===== src/rtl/wash_phase_timer.sv =====
// wash_phase_timer: per-phase countdown timer for the washing-machine cycle FSM.
// Loads a phase duration (seconds) on a phase-code change, counts it down on a
// divided one-second tick and pulses Time_Event once when the phase runs out.
// Optional feature macro WASH_TIMER_PAUSE_HOLD_EN: when defined, a spin can be
// paused and later resumed with its remaining time intact; when undefined,
// Pause_Enable is ignored and Paused is held at 0.
module wash_phase_timer #(
  parameter int unsigned TICK_DIV  = 50000,
  parameter logic [7:0]  FILL_SEC  = 8'd60,
  parameter logic [7:0]  WASH_SEC  = 8'd120,
  parameter logic [7:0]  RINSE_SEC = 8'd60,
  parameter logic [7:0]  SPIN_SEC  = 8'd60
) (
  input  logic       Clk_D,
  input  logic       Rst,
  input  logic [2:0] Timer_Encoding,
  input  logic       Pause_Enable,
  output logic       Time_Event,
  output logic [7:0] Remaining,
  output logic       Phase_Active,
  output logic       Paused
);

  typedef enum logic [1:0] {S_IDLE, S_COUNT, S_EXPIRED, S_PAUSED} state_e;

  localparam logic [15:0] TICK_LAST = 16'(TICK_DIV - 1);

  // A zero-second phase would never expire, so it is stretched to one second.
  function automatic logic [7:0] sat_dur(input logic [7:0] sec);
    return (sec == 8'd0) ? 8'd1 : sec;
  endfunction

  function automatic logic [7:0] phase_dur(input logic [2:0] enc);
    case (enc)
      3'd1:    return sat_dur(FILL_SEC);
      3'd2:    return sat_dur(WASH_SEC);
      3'd3:    return sat_dur(RINSE_SEC);
      3'd4:    return sat_dur(SPIN_SEC);
      default: return 8'd1;
    endcase
  endfunction

  state_e      state_q, state_d;
  logic [2:0]  prev_enc_q;
  logic [15:0] presc_q, presc_d;
  logic [7:0]  rem_q, rem_d;
  logic        tev_q, tev_d;

  logic is_phase, load_req, tick;

  assign is_phase = (Timer_Encoding >= 3'd1) && (Timer_Encoding <= 3'd4);
  assign load_req = is_phase && (Timer_Encoding != prev_enc_q);
  assign tick     = (presc_q == TICK_LAST);

`ifndef WASH_TIMER_PAUSE_HOLD_EN
  logic unused_pause;
  assign unused_pause = Pause_Enable;
`endif

  // Next-state logic: phase loads, countdown, expiry, pause hold and resume.
  always_comb begin
    state_d = state_q;
    presc_d = presc_q;
    rem_d   = rem_q;
    tev_d   = 1'b0;
    case (state_q)
      S_IDLE: begin
        if (load_req) begin
          rem_d   = phase_dur(Timer_Encoding);
          presc_d = 16'd0;
          state_d = S_COUNT;
        end else begin
          rem_d   = 8'd0;
          presc_d = 16'd0;
        end
      end
      S_COUNT: begin
        if (load_req) begin
          // Mid-phase code change (e.g. Rinsing back to Washing) reloads silently.
          rem_d   = phase_dur(Timer_Encoding);
          presc_d = 16'd0;
        end else if (!is_phase) begin
          rem_d   = 8'd0;
          presc_d = 16'd0;
          state_d = S_IDLE;
`ifdef WASH_TIMER_PAUSE_HOLD_EN
        end else if ((Timer_Encoding == 3'd4) && Pause_Enable) begin
          // Pause wins over a coincident tick; both counters freeze as they are.
          state_d = S_PAUSED;
`endif
        end else if (tick) begin
          presc_d = 16'd0;
          if (rem_q == 8'd1) begin
            rem_d   = 8'd0;
            tev_d   = 1'b1;
            state_d = S_EXPIRED;
          end else if (rem_q != 8'd0) begin
            rem_d = rem_q - 8'd1;
          end
        end else begin
          presc_d = presc_q + 16'd1;
        end
      end
      S_EXPIRED: begin
        rem_d   = 8'd0;
        presc_d = 16'd0;
        if (load_req) begin
          rem_d   = phase_dur(Timer_Encoding);
          state_d = S_COUNT;
        end else if (!is_phase) begin
          state_d = S_IDLE;
        end
      end
`ifdef WASH_TIMER_PAUSE_HOLD_EN
      S_PAUSED: begin
        if (Timer_Encoding == 3'd0) begin
          state_d = S_PAUSED;
        end else if (Timer_Encoding == 3'd4) begin
          // Resume the held spin; counting restarts on the following edge.
          state_d = S_COUNT;
        end else if (is_phase) begin
          rem_d   = phase_dur(Timer_Encoding);
          presc_d = 16'd0;
          state_d = S_COUNT;
        end else begin
          rem_d   = 8'd0;
          presc_d = 16'd0;
          state_d = S_IDLE;
        end
      end
`endif
      default: begin
        rem_d   = 8'd0;
        presc_d = 16'd0;
        state_d = S_IDLE;
      end
    endcase
  end

  // State and counter registers with synchronous active-low reset.
  always_ff @(posedge Clk_D) begin
    if (!Rst) begin
      state_q    <= S_IDLE;
      prev_enc_q <= 3'd0;
      presc_q    <= 16'd0;
      rem_q      <= 8'd0;
      tev_q      <= 1'b0;
    end else begin
      state_q    <= state_d;
      prev_enc_q <= Timer_Encoding;
      presc_q    <= presc_d;
      rem_q      <= rem_d;
      tev_q      <= tev_d;
    end
  end

  assign Time_Event   = tev_q;
  assign Remaining    = rem_q;
  assign Phase_Active = (state_q == S_COUNT);
`ifdef WASH_TIMER_PAUSE_HOLD_EN
  assign Paused       = (state_q == S_PAUSED);
`else
  assign Paused       = 1'b0;
`endif

endmodule


===== config.mk =====
export PLATFORM = sky130hd
export DESIGN_NAME = wash_phase_timer
export DESIGN_NICKNAME = d
export VERILOG_FILES = /design/src/rtl/wash_phase_timer.sv
export SDC_FILE = /design/constraint.sdc
export NUM_CORES = 1
export LEC_CHECK = 0
export BUFFER_PORTS_ARGS = -buffer_cell sky130_fd_sc_hd__buf_2
export CAP_MARGIN = 20
export CORE_MARGIN = 5
export CORE_UTILIZATION = 50
export CTS_BUF_LIST = sky130_fd_sc_hd__clkbuf_2 sky130_fd_sc_hd__clkbuf_4 sky130_fd_sc_hd__clkbuf_8
export DETAILED_ROUTE_END_ITERATION = 10
export PLACE_DENSITY = 0.69
export SLEW_MARGIN = 20
export SYNTH_ARGS = -nofsm -noshare
export SYNTH_HDL_FRONTEND = slang
export SYNTH_SLANG_ARGS = --single-unit

===== constraint.sdc =====
create_clock -name Clk_D -period 5.5 [get_ports Clk_D]
set_input_delay 0 -clock Clk_D [delete_from_list [all_inputs] [get_ports Clk_D]]
set_output_delay 0 -clock Clk_D [all_outputs]
set_load 0.005 [all_outputs]

**Word-level counts from Yosys, hierarchy flattened**

Cells that the tools add are included.

- Bits of input ports: 6
- Latch bits: 0
- Memory bits (read-only): 0
- Output and inout port bits: 11
- Register bits: 30
- Memories kept: 0
- RAM bits: 0

- Order comparisons: 2
- Multiply operators: 0
- Divide/modulo/power cells: 0
- Reduce and logical (&&, ||, !) cells: 10
- Bitwise operators: 4
- Shift-type cells: 0
- Muxes and demuxes: 17
- $add $sub $neg: 2
- Eq/ne operators: 16

Operators with widths:

| operator | number |
|---|---|
| two-way mux 8 bit | 6 |
| adder 16 x 1 -> 16 bit (second input constant) | 1 |
| == test 16 bit (second input constant) | 1 |
| case mux 8 bit (2 select lines) | 1 |
| two-way mux 2 bit | 7 |
| case mux 7 bit (2 select lines) | 1 |
| OR reduction 5 bit | 2 |
| == test 8 x 1 -> 1 bit (second input constant) | 1 |
| nonzero test 8 bit | 1 |
| subtractor 8 x 1 -> 8 bit (second input constant) | 1 |
| == test 3 x 2 -> 1 bit (second input constant) | 2 |
| inequality test 3 x 2 -> 1 bit (second input constant) | 2 |
| case mux 2 bit (3 select lines) | 1 |
| inequality test 5 x 2 -> 1 bit (second input constant) | 1 |
| AND reduction 5 bit | 1 |
| inequality test 2 bit (second input constant) | 2 |
| inequality test 4 x 2 -> 1 bit (second input constant) | 1 |
| inverter 1 bit | 4 |
| == test 3 x 1 -> 1 bit (second input constant) | 1 |
| == test 3 bit (second input constant) | 1 |
| greater-or-equal comparator 3 x 1 -> 1 bit (second input constant) | 1 |
| <= comparator 3 bit (second input constant) | 1 |
| inequality test 3 bit | 1 |
| inequality test 3 bit (second input constant) | 1 |
| other kinds (8) | 9 |

**Depth between registers and ports, before layout**

- Depth in word-level cells: 7
- Gate-level depth with buffers: 9

**Least setup slack after synthesis**

No wires, ideal clock.

- Path type: reg-to-reg
- Start point: register prev_enc_q[1]
- End point: register presc_q[11]
- Stages on the path, launching flop included: 9
- Data arrival time: 2.043 ns
- Clock period less this slack: 2.106 ns
- Setup slack: 3.394 ns
- Buffers on the path: 3
- Data required time: 5.437 ns
- Cells stage by stage: dfxtp_1 xor2_1 or3_1 buf_2 or4b_4 or2_1 buf_6 buf_12 nor2_4

- Cells in the longest elaborated chain, start to end: 3

RTL lines:

| what | RTL line | source |
|---|---|---|
| start, declared | 44 | `logic [2:0] prev_enc_q;` |
| start signal, assigned | 150 | `prev_enc_q <= Timer_Encoding;` |
| inequality test 3 bit | 52 | `assign load_req = is_phase && (Timer_Encoding != prev_enc_q);` |
| logical AND 1 bit | 52 |  |
| OR reduction 5 bit (no line) | - |  |
| end signal, assigned | 151 | `presc_q <= presc_d;` |
| end, declared | 45 | `logic [15:0] presc_q, presc_d;` |

No other way between the ends.
A chain may end at the register's enable or synchronous reset.

**Worst setup path in the final report**

- Start point: input port Timer_Encoding[1]
- End point: register presc_q[4]

- Cells in the longest elaborated chain, start to end: 4
- Elaborated cells between the ends (all ways): 7
- Classes of those cells: order compare (2); eq/ne (1); bitwise (1); reduce/logical (3)

RTL lines:

| what | RTL line | source |
|---|---|---|
| start, declared | 16 | `input logic [2:0] Timer_Encoding,` |
| greater-or-equal comparator 3 x 1 -> 1 bit or <= comparator 3 bit (tied branches) | 51 | `assign is_phase = (Timer_Encoding >= 3'd1) && (Timer_Encoding <= 3'd4);` |
| logical AND 1 bit | 51 |  |
| logical AND 1 bit or inverter 1 bit (tied branches) | - |  |
| OR reduction 5 bit (no line) * | - |  |

Every way passes the cells marked *; elsewhere a longest branch is shown, timed or not.

==> flow_summary.ini <==
[global_routing]
overflow = 0
antenna_found_initial = 0
grt_start_max_net_pins = 17
grt_pass1_vias = 1401
grtUsageTotal_pct = 18.1
grt_first_pass_wirelength_um = 6210

[synth]
yosys_register_bits = 30
synth_ff_type = dfxtp_1
synth_seq_area_share_pct = 35.9
postSynth.asyncResetShare_pct = 0
synth.cell_area_sq_mm = 0.00167
synthSimpleGateAreaFrac_pct = 32.9
synth_compound_area_share_pct = 11.4
synth_mux_area_share_pct = 1.20
yosys.area.top_type_share_pct = 35.9
syn-mean-instance-area_sq_um = 8.85
syn_inst = 189
ys_types = 50
synth.net_count = 198
synth_xor_area_share_pct = 10.5
synth_edf_count = 0
synth_area_leaders = dfxtp_1 36%, xor2_1 5.8%, nor2_4 5.4%, xnor2_1 4.7%, nand2_1 3.8%
synthAdderAreaFrac_pct = 2.24
synth_top_area_cell = dfxtp_1
synth_top_family_by_area = simple AND/OR/NAND/NOR gates
yosys_warnings = 0

[min_path]
hold_class = reg -> reg

[power]
seqPwrFrac_pct = 54.3
peakVddDrop_mv = 0.163
power_uw = 425
power_per_cell_area_mw_per_mm2 = 230
p_sw_share_pct = 27.1
power_frac_clock_pct = 32.9
p_sw_uw = 115
combPwrFrac_pct = 12.8
p_int_uw = 310
p_leak_nw = 0.649

[placed_design]
dp.cells = 241
pre_cts_slack_ps = 3020
port_buffers = 14
hpwlAfterDp_um = 2670
gp_congestion = 0.854
placed_area_sq_mm = 0.00173

[layout]
multi_input_area_sq_um = 978
design_area_sq_mm = 0.00185
num_antenna_cells = 0
drive_gt1_share_pct = 17.8
syn2layout_area_growth_pct = 10.5
fin_cells = 254
seqCellArea_sq_um = 601
finish.utilization_pct = 56.3
fin_nets = 216
fill_cells = 327

[clocking]
cts_tree = yes
h-tree-depth = 2
cts_buffer_depth = 2
cts_setup_buffers = 0
clockRootBuffer = clkbuf_4
clk_pin_slew_ps = 90
cts_sinks = 30
cts_buffers = 5
clk_latency_ps = 330
cts-hold-fix-buffers = 5
cts_resized = 0

[floorplan]
rows = 21
die_y_um = 67.8
start_util_pct = 50.9
die_width_um = 67.8
die_area_sq_mm = 0.00460
core_area_sq_mm = 0.00328
ios = 17

[sta]
finalSetupViolCount = 0
tns_ps = 0
max_freq_mhz = 397
holdWs_ps = 478
worst_slack_ps = 2980
tightestPinTransition_ps = 1060
maxSlewViolCount = 0
slew_headroom_pct = 29.0
fin_crit_sh_pct = 45.8
hold_viol_final = 0
rsz0062_at_grt = false
period_minus_slack_ps = 2520
skew_ps = 13.7

[worst_setup_path]
critical_path_buf_inv_count = 2
cpMaxStageDelayCell = or2_1
path_delay_family = simple AND/OR/NAND/NOR gates
cp_max_fo = 16
end_kind = register
path_cells = dlygate4sd3_1, buf_2, xor2_1, or3_1, or4b_4, or2_1, nor2_1
critPathLaunchType = primary input
cp.arrival_ps = 2770
worstSetupPathType = in -> reg
required_ps = 5750
cpPeakStageDelay_ps = 600

[drt]
vias = 1410
drt-total-wl_um = 3550
dr.first_iter.drc_count = 104
drt.antenna.violating_nets = 0
drc_errors = 0
firstDrtPassIters = 4
wl_per_cell_um = 14.0
vias_per_cell = 5.55

[status]
status = completed

[flow_run]
maxCapViolCount = 0
## power by group through the flow
stage                     logic [mW]  clock network [mW]  registers, mW
after detailed placement      0.0515                   0          0.235
after floorplan               0.0403                   0          0.233
after global placement        0.0498                   0          0.235
after global routing          0.0614               0.156          0.232
after CTS                     0.0544               0.146          0.230
final                         0.0542               0.140          0.231
## state kept, by name, indices dropped and copies added, names as in the netlist
name	count
state_q	2
Remaining	8
presc_q	16
prev_enc_q	3
Time_Event	1
## cells in the final DEF, fill, tap and decap left out, types with 3 or more instances in the layout
| master | instances |
|---|---|
| dfxtp_1 | 30 |
| nand2_1 | 17 |
| buf_2 | 15 |
| nor2_1 | 13 |
| xor2_1 | 11 |
| nand3_1 | 9 |
| xnor2_1 | 9 |
| nor2_4 | 8 |
| nor3_1 | 7 |
| inv_1 | 6 |
| a21oi_1 | 6 |
| and3_1 | 5 |
| or3_1 | 5 |
| clkbuf_4 | 5 |
| dlygate4sd3_1 | 5 |
| nand4_1 | 4 |
| nor2b_1 | 3 |
| nor4_1 | 3 |
| nor3b_1 | 3 |
| a31oi_1 | 3 |
| ha_1 | 3 |
## per-layer routing
metal  wire length (um)  part of all wire (%)  up-vias  global-route usage, %
met3                146                   4.1        4                   5.09
met1               1460                    41      667                   20.2
met4                 29                  0.82        0                   7.69
met5                  0                     0        -                      0
met2               1910                    54       31                   32.1
li1                   -                     -      708                      -
## cell families (layout without fill, tap and decap cells)
| group | Yosys count | count (layout) |
|---|---|---|
| adders and majority gates | 3 | 3 |
| DFF | 30 | 30 |
| xor gates and xnor gates | 20 | 20 |
| and+or+nand+nor | 92 | 92 |
| AOI/OAI and AO/OA | 26 | 26 |
| buffers and inverters | 15 | 34 |
| muxes | 2 | 2 |
| other | 1 | 1 |
## worst paths after layout
path / slack [ps] / to / cells after the start / start
setup / recovery: 2980 / presc_q[4] / 7 / Timer_Encoding[1]
hold / removal: 480 / presc_q[0] / 1 / presc_q[0]
setup reg to reg: 3010 / presc_q[4] / 5 / prev_enc_q[1]
hold reg to reg: 480 / presc_q[0] / 1 / presc_q[0]
## cell type report
| class | instances | share of cell area (%) |
|---|---|---|
| Tap cell | 46 | 3.11 |
| Timing Repair Buffer | 20 | 6.77 |
| Multi-Input combinational cell | 144 | 52.9 |
| Clock buffer | 6 | 2.78 |
| Inverter | 6 | 1.22 |
| Sequential cell | 30 | 32.5 |
| Clock inverter | 2 | 0.677 |
## cell usage after synthesis (all sizes together) (4+ instances only)
library cell,count
buf,6
and3,5
a21oi,6
nand3,9
dfxtp,30
or3,5
nand2,17
nand4,4
xor2,11
nor2,23
nor3,7
xnor2,9
inv,6
(Power assumes the default switching activity.)
